File: config.mk
export PLATFORM = sky130hd
export DESIGN_NAME = uart_tx_mmio_flat
export DESIGN_NICKNAME = d
export VERILOG_FILES = /design/src/rtl/cpu_io_pkg.sv /design/src/rtl/uart_tx_mmio_if.sv /design/src/rtl/sync_fifo.sv /design/src/rtl/uart_tx_mmio.sv /design/src/flat_wrapper.sv
export SDC_FILE = /design/constraint.sdc
export NUM_CORES = 1
export LEC_CHECK = 0
export ABC_AREA = 1
export CAP_MARGIN = 30
export CORE_ASPECT_RATIO = 0.75
export CORE_MARGIN = 3
export CORE_UTILIZATION = 49
export DETAILED_ROUTE_END_ITERATION = 6
export PLACE_DENSITY = 0.76
export SLEW_MARGIN = 40
export SYNTH_ARGS = -nofsm -noshare
export SYNTH_HDL_FRONTEND = slang
export SYNTH_SLANG_ARGS = --single-unit
export TNS_END_PERCENT = 100
File: constraint.sdc
create_clock -name clk -period 2 [get_ports clk]
set_input_delay 0.4 -clock clk [delete_from_list [all_inputs] [get_ports clk]]
set_output_delay 0.4 -clock clk [all_outputs]
set_load 0.02 [all_outputs]
File: src/rtl/cpu_io_pkg.sv
// Shared CPU I/O definitions: UART register offsets, status bit positions, tx FSM states.
// No logic; constants and types only.
// Imported by the UART transmitter and its FIFO-facing glue.
package cpu_io_pkg;

  // Register offsets relative to the UART base word address
  localparam logic [15:0] UART_DATA_OFS = 16'd0;
  localparam logic [15:0] UART_STAT_OFS = 16'd1;

  // Status word bit positions
  localparam int STAT_EMPTY_BIT     = 0;
  localparam int STAT_FULL_BIT      = 1;
  localparam int STAT_TX_ACTIVE_BIT = 2;
  localparam int STAT_OVERFLOW_BIT  = 3;
  localparam int STAT_COUNT_LSB     = 4;
  localparam int STAT_COUNT_MSB     = 7;

  // Transmit FSM states; TX_PARITY is only reachable in parity builds
  typedef enum logic [2:0] {
    TX_IDLE   = 3'd0,
    TX_START  = 3'd1,
    TX_DATA   = 3'd2,
    TX_PARITY = 3'd3,
    TX_STOP   = 3'd4
  } tx_state_e;

  // Even parity of a data byte (XOR of all bits)
  function automatic logic even_parity(input logic [7:0] d);
    return ^d;
  endfunction

endpackage

File: src/rtl/uart_tx_mmio_if.sv
// CPU memory-port view of the UART: address/store strobe in, hit/read data out.
// Purely combinational signal bundle, no latency of its own.
// No backpressure: stores are always sampled, the UART decides to keep or drop them.
interface uart_tx_mmio_if;

  logic [15:0] mem_addr;
  logic [15:0] mem_wdata;
  logic        mem_we;
  logic        io_hit;
  logic [15:0] io_rdata;

  modport master (
    output mem_addr,
    output mem_wdata,
    output mem_we,
    input  io_hit,
    input  io_rdata
  );

  modport slave (
    input  mem_addr,
    input  mem_wdata,
    input  mem_we,
    output io_hit,
    output io_rdata
  );

endinterface

File: src/rtl/sync_fifo.sv
// Power-of-two synchronous FIFO with registered pointers and an occupancy count.
// Latency: a pushed entry is visible at rdata the cycle after the push edge.
// Backpressure: push while full is ignored unless a pop happens in the same cycle.
module sync_fifo #(
  parameter int DEPTH = 4,
  parameter int WIDTH = 8
) (
  input  logic                     clk,
  input  logic                     rst,
  input  logic                     push,
  input  logic [WIDTH-1:0]         wdata,
  input  logic                     pop,
  output logic [WIDTH-1:0]         rdata,
  output logic                     full,
  output logic                     empty,
  output logic [$clog2(DEPTH):0]   count
);

  localparam int AW = $clog2(DEPTH);
  localparam int CW = AW + 1;

  logic [WIDTH-1:0] mem [DEPTH];
  logic [AW-1:0]    wr_ptr;
  logic [AW-1:0]    rd_ptr;
  logic [CW-1:0]    count_q;
  logic             do_push;
  logic             do_pop;

  assign full    = (count_q == CW'(DEPTH));
  assign empty   = (count_q == '0);
  assign count   = count_q;
  assign rdata   = mem[rd_ptr];
  assign do_pop  = pop && !empty;
  // A full FIFO can still accept when the head leaves in the same cycle
  assign do_push = push && (!full || do_pop);

  // Storage write; contents need no reset because count gates visibility
  always_ff @(posedge clk) begin
    if (do_push) begin
      mem[wr_ptr] <= wdata;
    end
  end

  // Pointers wrap naturally at DEPTH; count tracks occupancy
  always_ff @(posedge clk or posedge rst) begin
    if (rst) begin
      wr_ptr  <= '0;
      rd_ptr  <= '0;
      count_q <= '0;
    end else begin
      if (do_push) begin
        wr_ptr <= wr_ptr + AW'(1);
      end
      if (do_pop) begin
        rd_ptr <= rd_ptr + AW'(1);
      end
      case ({do_push, do_pop})
        2'b10:   count_q <= count_q + CW'(1);
        2'b01:   count_q <= count_q - CW'(1);
        default: count_q <= count_q;
      endcase
    end
  end

endmodule

File: src/rtl/uart_tx_mmio.sv
// Memory-mapped UART transmitter: data register feeds a byte FIFO, status register reports it.
// Latency: store at edge N drives the start bit from edge N+2; bits last CLKS_PER_BIT cycles.
// Backpressure: none on the CPU; stores to a full FIFO are dropped and set sticky overflow.
// Optional build macro UART_TX_PARITY_EN adds an even-parity bit before the stop bit.
module uart_tx_mmio
  import cpu_io_pkg::*;
#(
  parameter logic [15:0] BASE_ADDR    = 16'hFF00,
  parameter int          CLKS_PER_BIT = 16,
  parameter int          FIFO_DEPTH   = 4
) (
  input  logic           clk,
  input  logic           rst,
  uart_tx_mmio_if.slave  bus,
  output logic           tx,
  output logic           busy
);

  localparam int          CNT_W     = $clog2(FIFO_DEPTH) + 1;
  localparam logic [15:0] DATA_ADDR = BASE_ADDR + UART_DATA_OFS;
  localparam logic [15:0] STAT_ADDR = BASE_ADDR + UART_STAT_OFS;
  localparam logic [15:0] BAUD_LAST = 16'(CLKS_PER_BIT - 1);

  // Register decode
  logic hit_data;
  logic hit_stat;
  logic push_req;
  logic ovf_clr;

  // FIFO side
  logic             fifo_pop;
  logic [7:0]       fifo_rdata;
  logic             fifo_full;
  logic             fifo_empty;
  logic [CNT_W-1:0] fifo_count;

  // Transmitter state
  tx_state_e   state_q, state_d;
  logic [15:0] baud_q, baud_d;
  logic [2:0]  idx_q, idx_d;
  logic [7:0]  shift_q, shift_d;
  logic        tx_q, tx_d;
  logic        bit_end;
  logic        overflow_q;
  logic        tx_active;
  logic [15:0] status_word;

  // The upper store byte carries nothing for this block
  logic        unused_wdata_hi;
  assign unused_wdata_hi = ^bus.mem_wdata[15:8];

  assign hit_data = (bus.mem_addr == DATA_ADDR);
  assign hit_stat = (bus.mem_addr == STAT_ADDR);
  assign push_req = bus.mem_we && hit_data;
  assign ovf_clr  = bus.mem_we && hit_stat && bus.mem_wdata[3];

  sync_fifo #(
    .DEPTH (FIFO_DEPTH),
    .WIDTH (8)
  ) u_fifo (
    .clk   (clk),
    .rst   (rst),
    .push  (push_req),
    .wdata (bus.mem_wdata[7:0]),
    .pop   (fifo_pop),
    .rdata (fifo_rdata),
    .full  (fifo_full),
    .empty (fifo_empty),
    .count (fifo_count)
  );

  assign tx_active = (state_q != TX_IDLE);
  assign busy      = tx_active || !fifo_empty;
  assign tx        = tx_q;
  assign bit_end   = (baud_q == BAUD_LAST);

  // Status word assembly; count is shown in a 4-bit field
  always_comb begin
    status_word = 16'h0000;
    status_word[STAT_EMPTY_BIT]                  = fifo_empty;
    status_word[STAT_FULL_BIT]                   = fifo_full;
    status_word[STAT_TX_ACTIVE_BIT]              = tx_active;
    status_word[STAT_OVERFLOW_BIT]               = overflow_q;
    status_word[STAT_COUNT_MSB:STAT_COUNT_LSB]   = 4'(fifo_count);
  end

  assign bus.io_hit   = hit_data || hit_stat;
  assign bus.io_rdata = hit_stat ? status_word : 16'h0000;

  // Sticky overflow: a store the FIFO could not take, cleared by software
  always_ff @(posedge clk or posedge rst) begin
    if (rst) begin
      overflow_q <= 1'b0;
    end else if (push_req && fifo_full && !fifo_pop) begin
      overflow_q <= 1'b1;
    end else if (ovf_clr) begin
      overflow_q <= 1'b0;
    end
  end

`ifdef UART_TX_PARITY_EN
  logic par_q;

  // Parity of the byte in flight, captured when it leaves the FIFO
  always_ff @(posedge clk or posedge rst) begin
    if (rst) begin
      par_q <= 1'b0;
    end else if (fifo_pop) begin
      par_q <= even_parity(fifo_rdata);
    end
  end
`endif

  // Next-state, baud/bit bookkeeping and the line level for the next cycle
  always_comb begin
    state_d  = state_q;
    baud_d   = baud_q;
    idx_d    = idx_q;
    shift_d  = shift_q;
    tx_d     = 1'b1;
    fifo_pop = 1'b0;

    if (state_q != TX_IDLE) begin
      baud_d = bit_end ? 16'd0 : baud_q + 16'd1;
    end

    case (state_q)
      TX_IDLE: begin
        if (!fifo_empty) begin
          fifo_pop = 1'b1;
          shift_d  = fifo_rdata;
          idx_d    = 3'd0;
          baud_d   = 16'd0;
          state_d  = TX_START;
        end
      end
      TX_START: begin
        tx_d = 1'b0;
        if (bit_end) begin
          state_d = TX_DATA;
        end
      end
      TX_DATA: begin
        tx_d = shift_q[0];
        if (bit_end) begin
          shift_d = {1'b0, shift_q[7:1]};
          idx_d   = idx_q + 3'd1;
          if (idx_q == 3'd7) begin
`ifdef UART_TX_PARITY_EN
            state_d = TX_PARITY;
`else
            state_d = TX_STOP;
`endif
          end
        end
      end
`ifdef UART_TX_PARITY_EN
      TX_PARITY: begin
        tx_d = par_q;
        if (bit_end) begin
          state_d = TX_STOP;
        end
      end
`endif
      TX_STOP: begin
        tx_d = 1'b1;
        if (bit_end) begin
          // Chain straight into the next start bit when more data is waiting
          if (!fifo_empty) begin
            fifo_pop = 1'b1;
            shift_d  = fifo_rdata;
            idx_d    = 3'd0;
            state_d  = TX_START;
          end else begin
            state_d  = TX_IDLE;
          end
        end
      end
      default: begin
        state_d = TX_IDLE;
      end
    endcase
  end

  // FSM state register
  always_ff @(posedge clk or posedge rst) begin
    if (rst) begin
      state_q <= TX_IDLE;
    end else begin
      state_q <= state_d;
    end
  end

  // Datapath registers; tx is registered so the line never glitches
  always_ff @(posedge clk or posedge rst) begin
    if (rst) begin
      baud_q  <= 16'd0;
      idx_q   <= 3'd0;
      shift_q <= 8'h00;
      tx_q    <= 1'b1;
    end else begin
      baud_q  <= baud_d;
      idx_q   <= idx_d;
      shift_q <= shift_d;
      tx_q    <= tx_d;
    end
  end

endmodule

File: src/flat_wrapper.sv
// flat-port wrapper written by rule: the top's interface ports become plain ports
module uart_tx_mmio_flat import cpu_io_pkg::*;
#(
  parameter logic [15:0] BASE_ADDR    = 16'hFF00,
  parameter int          CLKS_PER_BIT = 16,
  parameter int          FIFO_DEPTH   = 4
)
  (clk, rst, tx, busy, bus_mem_addr, bus_mem_wdata, bus_mem_we, bus_io_hit, bus_io_rdata);
  uart_tx_mmio_if bus_i ();
  input  logic clk;
  input  logic rst;
  output logic tx;
  output logic busy;
  input wire logic [$bits(bus_i.mem_addr)-1:0] bus_mem_addr;
  input wire logic [$bits(bus_i.mem_wdata)-1:0] bus_mem_wdata;
  input wire logic [$bits(bus_i.mem_we)-1:0] bus_mem_we;
  output wire logic [$bits(bus_i.io_hit)-1:0] bus_io_hit;
  output wire logic [$bits(bus_i.io_rdata)-1:0] bus_io_rdata;
  assign bus_i.mem_addr = bus_mem_addr;
  assign bus_i.mem_wdata = bus_mem_wdata;
  assign bus_i.mem_we = bus_mem_we;
  assign bus_io_hit = bus_i.io_hit;
  assign bus_io_rdata = bus_i.io_rdata;
  uart_tx_mmio #(.BASE_ADDR(BASE_ADDR), .CLKS_PER_BIT(CLKS_PER_BIT), .FIFO_DEPTH(FIFO_DEPTH)) u_core (.clk(clk), .rst(rst), .bus(bus_i), .tx(tx), .busy(busy));
endmodule
Word-level counts from Yosys, hierarchy flattened
Memory sizes are Yosys's and may differ from the RTL's.
Index checks and enable logic that the tools add are counted.
{"block": "classes", "add_sub_neg": 6, "eq_ne": 15, "mux": 29, "reduce_logical": 21}
{"cell": "16-bit two-way mux", "count": 4}
{"cell": "16-bit == test (second input constant)", "count": 2}
{"cell": "3-bit two-way mux", "count": 8}
{"cell": "8-bit two-way mux", "count": 3}
{"cell": "8-bit case mux with 3 select lines", "count": 1}
{"cell": "16-bit by 1-bit adder with 16-bit output (second input constant)", "count": 1}
{"cell": "16-bit by 4-bit == test with 1-bit output (second input constant)", "count": 1}
{"cell": "3-bit case mux with 4 select lines", "count": 1}
{"cell": "3-bit == test (second input constant)", "count": 3}
{"cell": "3-bit case mux with 3 select lines", "count": 1}
{"cell": "2-bit by 1-bit != test with 1-bit output (second input constant)", "count": 4}
{"cell": "1-bit logical AND", "count": 7}
{"cell": "1-bit two-way mux", "count": 7}
{"cell": "7-bit two-way mux", "count": 1}
{"cell": "3-bit by 1-bit adder with 3-bit output (second input constant)", "count": 2}
{"cell": "3-bit logical NOT", "count": 2}
{"cell": "3-bit case mux with 2 select lines", "count": 1}
{"cell": "3-bit nonzero test", "count": 2}
{"cell": "5-bit AND reduction", "count": 1}
{"cell": "2-bit by 1-bit adder with 2-bit output (second input constant)", "count": 2}
{"cell": "1-bit case mux with 2 select lines", "count": 2}
{"cell": "2-bit nonzero test", "count": 2}
{"cell": "3-bit by 1-bit == test with 1-bit output (second input constant)", "count": 1}
{"cell": "3-bit by 2-bit == test with 1-bit output (second input constant)", "count": 1}
{"cell": "other kinds (7)", "count": 11}
{"block": "word_totals", "ff_bits": 39, "mem_bits_rw": 32, "in_bits": 35, "word_cells": 81, "memories": 1}
{"memory": "u_core.u_fifo.mem", "words": 4, "width": 8, "rd": 1, "rd_clocked_by_memory_dff": 0, "write_ports": 1, "line": "sync_fifo.sv:22", "text": "logic [WIDTH-1:0] mem [DEPTH];"}

Depth between registers and ports, before layout
{"block": "logic_depth", "ltp_word": 9, "ltp_mapped": 13}

Cells and area by module
From an unflattened synthesis, not the netlist that was laid out.
{"block": "unflattened", "hier_cells": 441, "hier_area_um2": 3772.4}
{"mod": "uart_tx_mmio", "n_inst": 1, "cells_per_inst": 292, "area_each_um2": 2053.2, "seq_area_each_um2": 802.0}
{"mod": "sync_fifo", "n_inst": 1, "cells_per_inst": 149, "area_each_um2": 1719.1, "seq_area_each_um2": 1136.1}

Least setup slack after synthesis
Ideal clock, no wire load.
{"block": "synth_timing", "path_type": "register to register", "start": "register u_core.baud_q[0]", "end": "memory u_core.u_fifo.mem[0][0] (enable)", "setup_ps": 371, "arrival_ps": 1659, "slack_ps": -30, "stages_incl_launch_ff": 10, "path_buffers": 0, "cell_sequence": "dfrtp_1 > ha_1 > nand3_2 > nor2_2 > nand2_4 > nand2_4 > nand2_4 > nand2_2 > nand2_2 > nor2_1"}
{"block": "synth_via", "elab_chain_len": 8}
{"item": "start, declared", "line": "uart_tx_mmio.sv:39", "text": "logic [15:0] baud_q, baud_d;"}
{"item": "start signal, assigned", "line": "uart_tx_mmio.sv:202", "text": "baud_q <= baud_d;"}
{"item": "16-bit by 4-bit == test with 1-bit output", "line": "uart_tx_mmio.sv:75", "text": "assign bit_end = (baud_q == BAUD_LAST);"}
{"item": "1-bit two-way mux", "line": "uart_tx_mmio.sv:167", "text": "if (bit_end) begin"}
{"item": "1-bit case mux with 2 select lines", "line": "uart_tx_mmio.sv:127", "text": "case (state_q)"}
{"item": "1-bit logical AND", "line": "sync_fifo.sv:33", "text": "assign do_pop = pop && !empty;"}
{"item": "1-bit logical OR", "line": "sync_fifo.sv:35", "text": "assign do_push = push && (!full || do_pop);"}
{"item": "1-bit logical AND", "line": "sync_fifo.sv:35"}
{"item": "1-bit two-way mux", "line": "sync_fifo.sv:39", "text": "if (do_push) begin"}
{"item": "1-bit two-way mux (not written as such)", "line": "sync_fifo.sv:40", "text": "mem[wr_ptr] <= wdata;"}
{"item": "end, declared", "line": "sync_fifo.sv:22"}
Every way passes these cells.

Worst setup path after layout
{"block": "layout_timing", "start": "input port bus_mem_addr[0]", "end": "output port bus_io_rdata[6]"}
{"block": "layout_via", "elab_chain_len": 2}
{"item": "start, declared", "line": "flat_wrapper.sv:14", "text": "input wire logic [$bits(bus_i.mem_addr)-1:0] bus_mem_addr;"}
{"item": "16-bit == test", "line": "uart_tx_mmio.sv:53", "text": "assign hit_stat = (bus.mem_addr == STAT_ADDR);"}
{"item": "7-bit two-way mux", "line": "uart_tx_mmio.sv:88", "text": "assign bus.io_rdata = hit_stat ? status_word : 16'h0000;"}
{"item": "end, declared", "line": "flat_wrapper.sv:18", "text": "output wire logic [$bits(bus_i.io_rdata)-1:0] bus_io_rdata;"}
Every way passes these cells.

==> results.sh <==
export IMPL_drt_iter0_markers=189
export IMPL_via_count=3058
export IMPL_gp_congestion=0.9011
export IMPL_cp_end_kind="primary output"
export IMPL_ys_types=41
export IMPL_via_per_inst=5.210
export IMPL_async_flop_share_pct=54.93
export IMPL_die_x_um=106.5
export IMPL_ys_ff_latch=71
export IMPL_slew_violations=0
export IMPL_clk_latency_ns=0.35
export IMPL_initial_core_util_pct=52.36
export IMPL_worstSetupStartpointType="input pin"
export IMPL_htree_levels=3
export IMPL_hp_class="in2async"
export IMPL_wl_mm=8.553
export IMPL_totalPowerFinal_mw=2.859
export IMPL_io_pins=54
export IMPL_synthCells=398
export IMPL_r2r_cells=12
export IMPL_placed_cell_area_um2=4398
export IMPL_first_global_vias=2901
export IMPL_rows=26
export IMPL_ctsHoldBuffers=0
export IMPL_antenna_found_initial=0
export IMPL_final_area_um2=4746
export IMPL_synth_edf_count=32
export IMPL_worst_ep_required_time_ns=1.60
export IMPL_synth_top_cells_by_count="nor2_1 (61), nand2_1 (60), dfrtp_1 (38)"
export IMPL_power_leakage_nw=2.044
export IMPL_cap_viol_max_count=0
export IMPL_finalCriticalPeriod_ns=1.926
export IMPL_antenna_cells=0
export IMPL_yosys_warnings=0
export IMPL_ff2ff_setup_slack_ns=0.10
export IMPL_layout_drive_gt1_share_pct=30.27
export IMPL_core_um2=7092
export IMPL_syn_avg_cell_area_um2=9.331
export IMPL_ys_dominant_reg_cell="dfrtp_1"
export IMPL_clkSlewWorstSetupHoldPaths_ns=0.09
export IMPL_hold_viol_final=0
export IMPL_grt_pass1_wl_mm=13.66
export IMPL_worstSetupPathType="in2out"
export IMPL_route_antenna_remaining_nets=0
export IMPL_setup_viol=0
export IMPL_power_density_nw_per_um2=602.5
export IMPL_yosysTopAreaCellShare_pct=25.88
export IMPL_portBuffers=36
export IMPL_r2r_end="u_core.u_fifo.count[2]"
export IMPL_grt_use_total_pct=20.19
export IMPL_area_delta_synth_final_pct=27.80
export IMPL_pre_cts_slack_ns=-0.7676
export IMPL_fin_crit_sh_pct=96.28
export IMPL_peakVddDrop_mv=0.3000
export IMPL_yosysSeqAreaShare_pct=52.19
export IMPL_cts_root_buf="clkbuf_8"
export IMPL_clk_path_buf_depth=2
export IMPL_grt_start_max_net_pins=34
export IMPL_r2r_start="u_core.baud_q[12]"
export IMPL_dieArea_um2=8670
export IMPL_wl_per_cell_um=14.57
export IMPL_numClockSinks=71
export IMPL_overflow=0
export IMPL_synth_area_leaders="edfxtp_1 (26%), dfrtp_1 (26%), nor2_1 (6.2%), nand2_1 (6.1%), o21ai_0 (3.6%)"
export IMPL_post_dp_hpwl_mm=5.905
export IMPL_cp_max_fo=4
export IMPL_fin_ws_ns=0.07434
export IMPL_route_detailed_drc=0
export IMPL_dieHeight_um=81.39
export IMPL_max_freq_ghz=0.5193
export IMPL_fin_nets=527
export IMPL_netlist_area_um2=3714
export IMPL_status="finished clean"
export IMPL_cts_tree="built"
export IMPL_drtPass1Iterations=5
export IMPL_yosysMostFrequentCell="nor2_1"
export IMPL_synth_top_area_cell="edfxtp_1"
export IMPL_worst_clock_skew_ns=0.01231
export IMPL_cts_buffers_inserted=9
export IMPL_crit_arrival_ns=1.53
## placed cells by master, fill, tap and decap left out, types with 4 or more instances in the layout
master           netlist  routed
nor2_1                61      51
nor2_4                 2       7
nand4_1                9       9
nand2_1               60      57
o21ai_1                9       9
dfrtp_1               38      38
or2_0                  5       4
nor2_2                 7      12
edfxtp_1              32      32
nand2_4                4       4
nand3_2                5       5
buf_4                  9      50
a21oi_1                6       6
o21ai_2                8       8
o22ai_1               11      11
ha_1                   7       6
xor2_1                 6       6
o21ai_0               27      27
clkdlybuf4s50_1        0      12
clkbuf_2               0       6
inv_1                 32      29
clkbuf_8               0       9
conb_1                 1       9
clkdlybuf4s15_1        0       5
nand2_2                7      10
nand3_1               16      14
inv_2                  7      10
## stage by stage
| step | instances | setup TNS, ns | util (%) | hold slack [ns] |
|---|---|---|---|---|
| 5_1_grt | 587 | -0.06778 | 66.92 | 0.3219 |
| 3_3_place_gp | 561 | -17.15 | 62.01 | 0.4569 |
| 6_report | 587 | 0 | 66.92 | 0.3126 |
| 4_1_cts | 583 | 0 | 65.44 | 0.3234 |
| 2_1_floorplan | 406 | -0.9503 | - | 0.4471 |
| 3_5_place_dp | 561 | -19.69 | 62.01 | 0.4673 |
## final cells by class
type                            count  area (um^2)
Clock inverter                      7        85.08
Fill cell                         545         2346
Sequential cell                    71         1938
Tap cell                           98        122.6
Timing Repair Buffer               83        673.1
Multi-Input combinational cell    279         1650
Inverter                           40        152.6
Clock buffer                        9        123.9
## where the power goes
| group | leakage, nW | internal [mW] | switching (mW) | total [mW] |
|---|---|---|---|---|
| registers | 0.784 | 1.52 | 0.0000565 | 1.52 |
| logic | 1.16 | 0.0547 | 0.0686 | 0.123 |
| clock network | 0.100 | 0.602 | 0.610 | 1.21 |
| total | 2.04 | 2.18 | 0.679 | 2.86 |
## state kept, by name (all words and copies together) (netlist names)
| register | count |
|---|---|
| u_core.idx_q | 3 |
| u_core.u_fifo.mem | 32 |
| u_core.baud_q | 16 |
| u_core.overflow_q | 1 |
| u_core.state_q | 3 |
| u_core.shift_q | 8 |
| u_core.tx | 1 |
| u_core.u_fifo.rd_ptr | 2 |
| u_core.u_fifo.count | 3 |
| u_core.u_fifo.wr_ptr | 2 |
## worst max-delay path by stage
stage	to	slack, ns	startpoint
2_1_floorplan	u_core.u_fifo.mem[0][0]	-0.03	u_core.baud_q[0]
3_3_place_gp	bus_io_rdata[2]	-0.71	bus_mem_addr[9]
3_5_place_dp	bus_io_rdata[2]	-0.77	bus_mem_addr[10]
4_1_cts	u_core.u_fifo.count[2]	0.0002	u_core.baud_q[0]
5_1_grt	bus_io_rdata[6]	-0.02	bus_mem_addr[9]
6_report	bus_io_rdata[6]	0.07	bus_mem_addr[0]
## cells by family after synthesis
| group | synth area share [%] |
|---|---|
| AOI/OAI and AO/OA | 11.29 |
| xor gates and xnor gates | 1.651 |
| adders and majority gates | 2.897 |
| buffers and inverters | 7.311 |
| DFF | 52.19 |
| other | 0.1010 |
| and+or+nand+nor | 24.56 |
## routing by layer
metal  vias up  part of all wire [%]  global-route usage (%)
met5         -                     0                       0
met4         0                   1.1                   5.492
met3        11                   5.2                   5.163
met2        90                    48                   33.31
met1      1464                    46                   26.86
li1       1493                     -                       -
## worst max-delay path: stages
cell	delay (ns)
clkdlybuf4s50_1	0.48
nand4_1	0.19
buf_4	0.23
nor2_1	0.08
buf_4	0.15
## timing repair
item	4_1_cts	5_1_grt
setup endpoints to repair	41	30
cloned	0	0
pin swaps	12	19
setup buffers	6	4
gates resized for setup	69	44
No activity file was read; power rests on OpenSTA's default activity.
